`config.mk`:
```
export PLATFORM = sky130hd
export DESIGN_NAME = fetch_unit
export DESIGN_NICKNAME = d
export VERILOG_FILES = /design/src/rtl/fetch_unit.sv
export SDC_FILE = /design/constraint.sdc
export NUM_CORES = 1
export LEC_CHECK = 0
export CORE_MARGIN = 2
export CORE_UTILIZATION = 35
export CTS_BUF_LIST = sky130_fd_sc_hd__clkbuf_2 sky130_fd_sc_hd__clkbuf_4 sky130_fd_sc_hd__clkbuf_8
export CTS_CLUSTER_SIZE = 40
export DETAILED_ROUTE_END_ITERATION = 7
export GPL_TIMING_DRIVEN = 0
export MAX_ROUTING_LAYER = met4
export SYNTH_ARGS = -nofsm -noshare
export SYNTH_HDL_FRONTEND = slang
export SYNTH_SLANG_ARGS = --single-unit
```
`constraint.sdc`:
```
create_clock -name clk -period 3.1 [get_ports clk]
set_input_delay 0.62 -clock clk [delete_from_list [all_inputs] [get_ports clk]]
set_output_delay 0.62 -clock clk [all_outputs]
set_load 0.005 [all_outputs]
```
`src/rtl/fetch_unit.sv`:
```
// Instruction-fetch stage: PC, IF/ID register and a variable-latency
// imem request/ready handshake with redirect and fetch discard.
module fetch_unit #(
   parameter logic [31:0] RESET_PC = 32'h0000_0000,
   parameter logic [31:0] NOP      = 32'h0000_0000
) (
   input  logic        clk,
   input  logic        rst,
   input  logic        pcSrc,
   input  logic        jORb,
   input  logic        pcWrite,
   input  logic        ifidWrite,
   input  logic        ifidFlush,
   output logic        imem_req,
   output logic [31:0] imem_addr,
   input  logic        imem_ready,
   input  logic [31:0] imem_rdata,
   output logic [31:0] ifid_ins,
   output logic [31:0] ifid_pc4,
   output logic        ifid_valid,
   output logic [15:0] kill_count
);

   typedef enum logic [1:0] {
      START,
      REQ,
      HOLD,
      KILL
   } state_t;

   state_t      state;
   logic [31:0] pc;
   logic [31:0] buffer;
   logic [31:0] redirect_pc;

   logic [31:0] jump_tgt;
   logic [31:0] branch_tgt;
   logic [31:0] target;
   logic [31:0] pc4_next;
   logic [31:0] fetch_word;
   logic [15:0] kill_inc;
   logic        adv;
   logic        fetch_load;

   assign imem_addr = pc;

   always_comb begin
      jump_tgt   = {ifid_pc4[31:28], ifid_ins[25:0], 2'b00};
      branch_tgt = ifid_pc4
                 + {{14{ifid_ins[15]}}, ifid_ins[15:0], 2'b00};
      target     = jORb ? branch_tgt : jump_tgt;
      pc4_next   = pc + 32'd4;
      adv        = pcWrite & ifidWrite;
      kill_inc   = (kill_count == 16'hFFFF) ? kill_count
                                             : kill_count + 16'd1;
      // A word reaches IF/ID from memory directly or from the buffer
      fetch_load = !pcSrc && adv &&
                   ((state == REQ && imem_ready) || state == HOLD);
      fetch_word = (state == HOLD) ? buffer : imem_rdata;
   end

   always_ff @(posedge clk or negedge rst) begin
      if (!rst) begin
         state       <= START;
         pc          <= RESET_PC;
         buffer      <= 32'h0;
         redirect_pc <= 32'h0;
         imem_req    <= 1'b0;
         kill_count  <= 16'h0;
         ifid_ins    <= NOP;
         ifid_pc4    <= 32'h0;
         ifid_valid  <= 1'b0;
      end else begin
         unique case (state)
            START: begin
               state    <= REQ;
               imem_req <= 1'b1;
            end
            REQ: begin
               if (pcSrc && imem_ready) begin
                  pc         <= target;
                  kill_count <= kill_inc;
               end else if (pcSrc) begin
                  redirect_pc <= target;
                  state       <= KILL;
               end else if (imem_ready && adv) begin
                  pc <= pc4_next;
               end else if (imem_ready) begin
                  buffer   <= imem_rdata;
                  state    <= HOLD;
                  imem_req <= 1'b0;
               end
            end
            HOLD: begin
               if (pcSrc) begin
                  pc         <= target;
                  kill_count <= kill_inc;
                  state      <= REQ;
                  imem_req   <= 1'b1;
               end else if (adv) begin
                  pc       <= pc4_next;
                  state    <= REQ;
                  imem_req <= 1'b1;
               end
            end
            KILL: begin
               // Address stays put until the old request completes
               if (imem_ready) begin
                  pc         <= pcSrc ? target : redirect_pc;
                  kill_count <= kill_inc;
                  state      <= REQ;
               end else if (pcSrc) begin
                  redirect_pc <= target;
               end
            end
            default: begin
               state    <= START;
               imem_req <= 1'b0;
            end
         endcase

         if (pcSrc || ifidFlush) begin
            ifid_ins   <= NOP;
            ifid_valid <= 1'b0;
         end else if (fetch_load) begin
            ifid_ins   <= fetch_word;
            ifid_pc4   <= pc4_next;
            ifid_valid <= 1'b1;
         end else if (ifidWrite) begin
            ifid_ins   <= NOP;
            ifid_valid <= 1'b0;
         end
      end
   end

endmodule

```
# Word level (Yosys, flattened, before mapping)
# Cells that the tools add are included.
# totals
latchBits,0
mem_count,0
output_inout_bits,114
register_bits,180
romBits,0
mem_bits_rw,0
# classes
n_mul,0
addsub,3
order_cmp,0
div_mod_pow,0
mux,39
bitwise,5
n_shift,0
n_reduce_logical,20
eq_ne,17
# ops
operator,n
$mux W32,14
$pmux W32 S3,1
$mux W16,4
$pmux W32 S2,1
$pmux W16 S3,1
$add A32 B3 Y32 const B,1
$add A32 B32 Y32,1
$add A16 B1 Y16 const B,1
$eq A16 B16 Y1 const B,1
$reduce_and A5 Y1,3
$mux W2,7
$ne A2 B2 Y1 const B,7
$mux W1,9
$ne A3 B3 Y1 const B,3
$reduce_bool A3 Y1,3
$pmux W2 S4,1
$reduce_and A6 Y1,1
$logic_and A1 B1 Y1,5
$eq A2 B2 Y1 const B,2
$not A1 Y1,4
$reduce_and A4 Y1,1
$ne A3 B1 Y1 const B,1
$ne A3 B2 Y1 const B,1
$pmux W1 S3,1
9 further kinds,10

# Longest topological paths before layout
# depth
depth_word,6
depth_mapped,10
mapped_depth_nobuf,10

# Worst setup path after synthesis
# Ideal clock, no wire load.
# synth_timing
path_kind,register to register
from,reg ifid_ins[0]
to,reg redirect_pc[26]
path_buffers,0
path_slack_ns,0.197
t_required_ns,3.018
setup_ns,0.082
arrival_time_ns,2.821
path_stages_with_launch,11
cell_sequence,dfrtp_1 ha_1 fa_1 a21o_1 a41o_2 o211ai_2 a32oi_2 a221oi_2 o221a_2 mux2_1 a31oi_1
# synth_between
elab_chain_len,5
elab_cells_between_ends,6
# synth_rtl
element,line_no,text
start: declaration,18,"output logic [31:0] ifid_ins,"
start signal: assignment,126,ifid_ins <= fetch_word;
$add A32 B32 Y32 *,50,"+ {{14{ifid_ins[15]}}, ifid_ins[15:0], 2'b00};"
$mux W32 *,51,target = jORb ? branch_tgt : jump_tgt;
$mux W32 *,"83, 112",
$mux W32 (on tied branches),"108, 80",
$pmux W32 S2 *,74,unique case (state)
end signal: assignment,84,redirect_pc <= target;
end signal: assignment,113,redirect_pc <= target;
end: declaration,34,logic [31:0] redirect_pc;
# Every way passes the cells marked *; elsewhere a longest branch is shown, timed or not. The select of a mux whose other input is x is not followed.
# A chain may end at the register's enable or synchronous reset.

# Final worst setup path
# layout_timing
from,reg ifid_pc4[2]
to,reg redirect_pc[26]
# layout_between
elab_chain_len,5
elab_cells_between_ends,6
# layout_rtl
element,line_no,text
start: declaration,19,"output logic [31:0] ifid_pc4,"
start signal: assignment,127,ifid_pc4 <= pc4_next;
$add A32 B32 Y32 *,50,
$mux W32 *,51,
$mux W32 *,"83, 112",
$mux W32 (on tied branches),"108, 80",
$pmux W32 S2 *,74,
# Marks and branches as above.

==> key figures <==
Run status
  • Status: completed

Logic synthesis
  • Mapped cell area: 0.0105 sq mm
  • Yosys top cell area share: 42.7%
  • Syn Inst Count: 1150
  • Post-synthesis async set-or-reset flop share: 100%
  • Register area share after synthesis: 42.7%
  • Commonest cells post-synth: dfrtp_1 (180), nand2_1 (172), o21ai_0 (140)
  • Synth Warn #: 0
  • Post-synthesis net count: 1222
  • Largest area contributor in the netlist: dfrtp_1
  • Post-synth EDFFs: 0
  • Synth top area cells: dfrtp_1 (43%), o21ai_0 (6.6%), nand2_1 (6.1%)
  • Most frequent cell after synthesis: dfrtp_1
  • Syn_area_per_cell: 9.16 sq um
  • Yosys cell types: 74
  • Flops & latches, synth: 180
  • Top FF cell, synth: dfrtp_1

Floorplanning
  • I/O pin count: 154
  • Std-Cell Rows: 63
  • Core Region: 0.0296 sq mm
  • Die Span X: 178 um
  • Starting Density: 35.6%
  • Die area: 0.0315 sq mm
  • Die H: 178 um

Route
  • Wirelength per Cell: 21.5 um
  • Post-Route WL: 37.4 mm
  • Vias per Instance: 5.64
  • Remaining DRCs: 0
  • Detail Route Antenna Nets: 0
  • Via count: 9799
  • DRT iter0 DRCs: 927
  • DR pass1 iterations: 5

Global routing
  • Vias in the first global route: 9244
  • Antenna violations before repair: 0
  • First-pass GRT wire length: 56.2 mm
  • Largest net degree at the start of global routing: 107
  • Total GRT Usage: 24.4%
  • Grt ovf: 0

Pwr
  • Leakage: 5.39 nW
  • Peak supply drop: 0.260 mV
  • Total power divided by cell area: 582 mW/mm^2

STA
  • Post-route setup slack: 0.0543 ns
  • Slew @ Worst Pin: 0.894 ns
  • Slew Limit Fails: 0
  • Tcrit/Tclk final: 98.2%
  • Relative slew margins: 40.4%
  • Post-layout min period: 3.05 ns
  • Final setup vio count: 0
  • Fmax: 328 MHz
  • RSZ-0062 raised after global routing: yes
  • Skew final: 0.0276 ns
  • Min Hold Slack: 0.0953 ns
  • Final hold vios: 0

Cells and area
  • Antenna Cells: 0
  • Share of cells above drive strength 1: 10.8%
  • Post-route cell area: 0.0133 sq mm
  • Nets: 1405
  • Final core occ: 44.8%
  • Area Overhead vs Synth: 26.0%

Setup path
  • Worst R2R Setup Slack: 0.05 ns
  • Worst EP required: 3.49 ns
  • CP endpoint kind: flop
  • Setup CP Type: flop to flop
  • Worst setup path startpoint: ifid_pc4[2]$_DFFE_PN0P_
  • Crit Path Max Fanout: 3
  • Crit path DAT: 3.44 ns
  • Worst Setup Start Kind: flop
  • R2r startpoint: ifid_pc4[2]$_DFFE_PN0P_

CTS
  • CTS tree: yes
  • CTS Buffer Depth: 2
  • Root Driver: clkbuf_8
  • Clk_lat worst skew: 0.48 ns
  • Sink Count: 180
  • H-tree depth: 4
  • Total CTS buffers: 17
  • Clock transition at path regs: 0.13 ns

Hold path
  • Worst Hold Class: primary input to asynchronous set/reset pin

Placed design
  • Placed Area: 0.0126 sq mm
  • Port bufs: 153
  • Placer congestion estimate: 0.959
  • Placement-stage worst setup slack: -0.946 ns
  • Hpwl dp: 27.7 mm

Job
  • Max-Cap Viols: 0
## kinds of logic after synthesis
logic type	synth area share (%)
AO/OA/AOI/OAI	19.7
XOR/XNOR	5.24
adder cells (fa/ha/maj)	3.87
buffers and inverters	3.05
flip-flops	42.7
multiplexers	8.86
AND/OR/NAND/NOR	16.5
## path summary, 6_finish.rpt
path,to,depth (start not counted)
min reg2reg,redirect_pc[24]$_DFFE_PN0P_,2
min in group clk,redirect_pc[24]$_DFFE_PN0P_,2
max reg2reg,redirect_pc[26]$_DFFE_PN0P_,10
max in group asynchronous,imem_addr[24]$_DFFE_PN0P_,2
min,buffer[6]$_DFFE_PN0P_,1
max,redirect_pc[26]$_DFFE_PN0P_,10
## through the flow
stage	setup TNS (ns)	cells	power, mW
2_1_floorplan	0	1150	4.62
3_3_place_gp	-1200.23	1693	5.86
3_5_place_dp	-28.20	1694	5.90
4_1_cts	0	1730	7.74
5_1_grt	-0.0339	1736	8.18
6_report	0	1736	7.73
## layer usage
| layer | wire, um | GRT usage, % |
|---|---|---|
| met3 | 2610 | 3.17 |
| met4 | 977 | 7.86 |
| met1 | 16800 | 34.0 |
| met5 | 0 | - |
| met2 | 17000 | 36.9 |
## worst max-delay path, cell delays in order, from the launching register on
cell and delay, ns:
dfrtp_1 0.41, ha_2 0.21, fa_2 0.38, a21o_1 0.23, a41o_4 0.25, o211ai_4 0.21
a32oi_4 0.16, a221oi_4 0.35, o221a_2 0.27, mux2_4 0.33, a31oi_1 0.16
## layout by cell type, fill, tap and decap left out, types with 8 or more instances in the layout
master,count
a21o_1,11
a21oi_1,60
a31oi_1,13
and3_1,19
and4_1,8
buf_1,8
buf_2,10
buf_4,11
clkbuf_1,44
clkbuf_8,17
clkdlybuf4s50_1,152
dfrtp_1,179
ha_1,29
inv_1,13
mux2_2,37
mux2i_1,49
nand2_1,171
nand3_1,26
nand4_1,21
nor2_1,70
nor2b_1,10
nor3_1,12
o211ai_1,12
o21a_1,15
o21ai_0,138
xnor2_1,38
xor2_1,24
## what timing repair did
action | CTS | global route
pin swaps | 7 | 12
setup endpoints to repair | 33 | 31
buffers inserted | 4 | 6
resized for setup | 13 | 23
hold buffers | 0 | 0
cloned | 0 | 0
## where the power goes
part | total [mW] | internal, mW | switching [mW] | leakage [nW]
sequential | 3.37 | 2.84 | 0.526 | 2.34
combinational | 2.54 | 1.27 | 1.27 | 2.82
clock | 1.82 | 0.722 | 1.10 | 0.224
total | 7.73 | 4.83 | 2.90 | 5.39
## registers in the layout, indices dropped and copies added, names as in the netlist
register / cells
buffer: 32
ifid_valid: 1
state: 2
ifid_pc4: 32
kill_count: 16
redirect_pc: 32
ifid_ins: 32
imem_req: 1
imem_addr: 32
## layout make-up
| type | count | area (sq um) |
|---|---|---|
| Clock buffer | 17 | 234 |
| Clock inverter | 15 | 220 |
| Multi-Input combinational cell | 889 | 5850 |
| Tap cell | 390 | 488 |
| Sequential cell | 180 | 4510 |
| Inverter | 14 | 52.6 |
| Buffer | 67 | 282 |
| Timing Repair Buffer | 164 | 1640 |
| Fill cell | 2956 | 16400 |
Note: power is estimated with default switching activity, not from simulation.
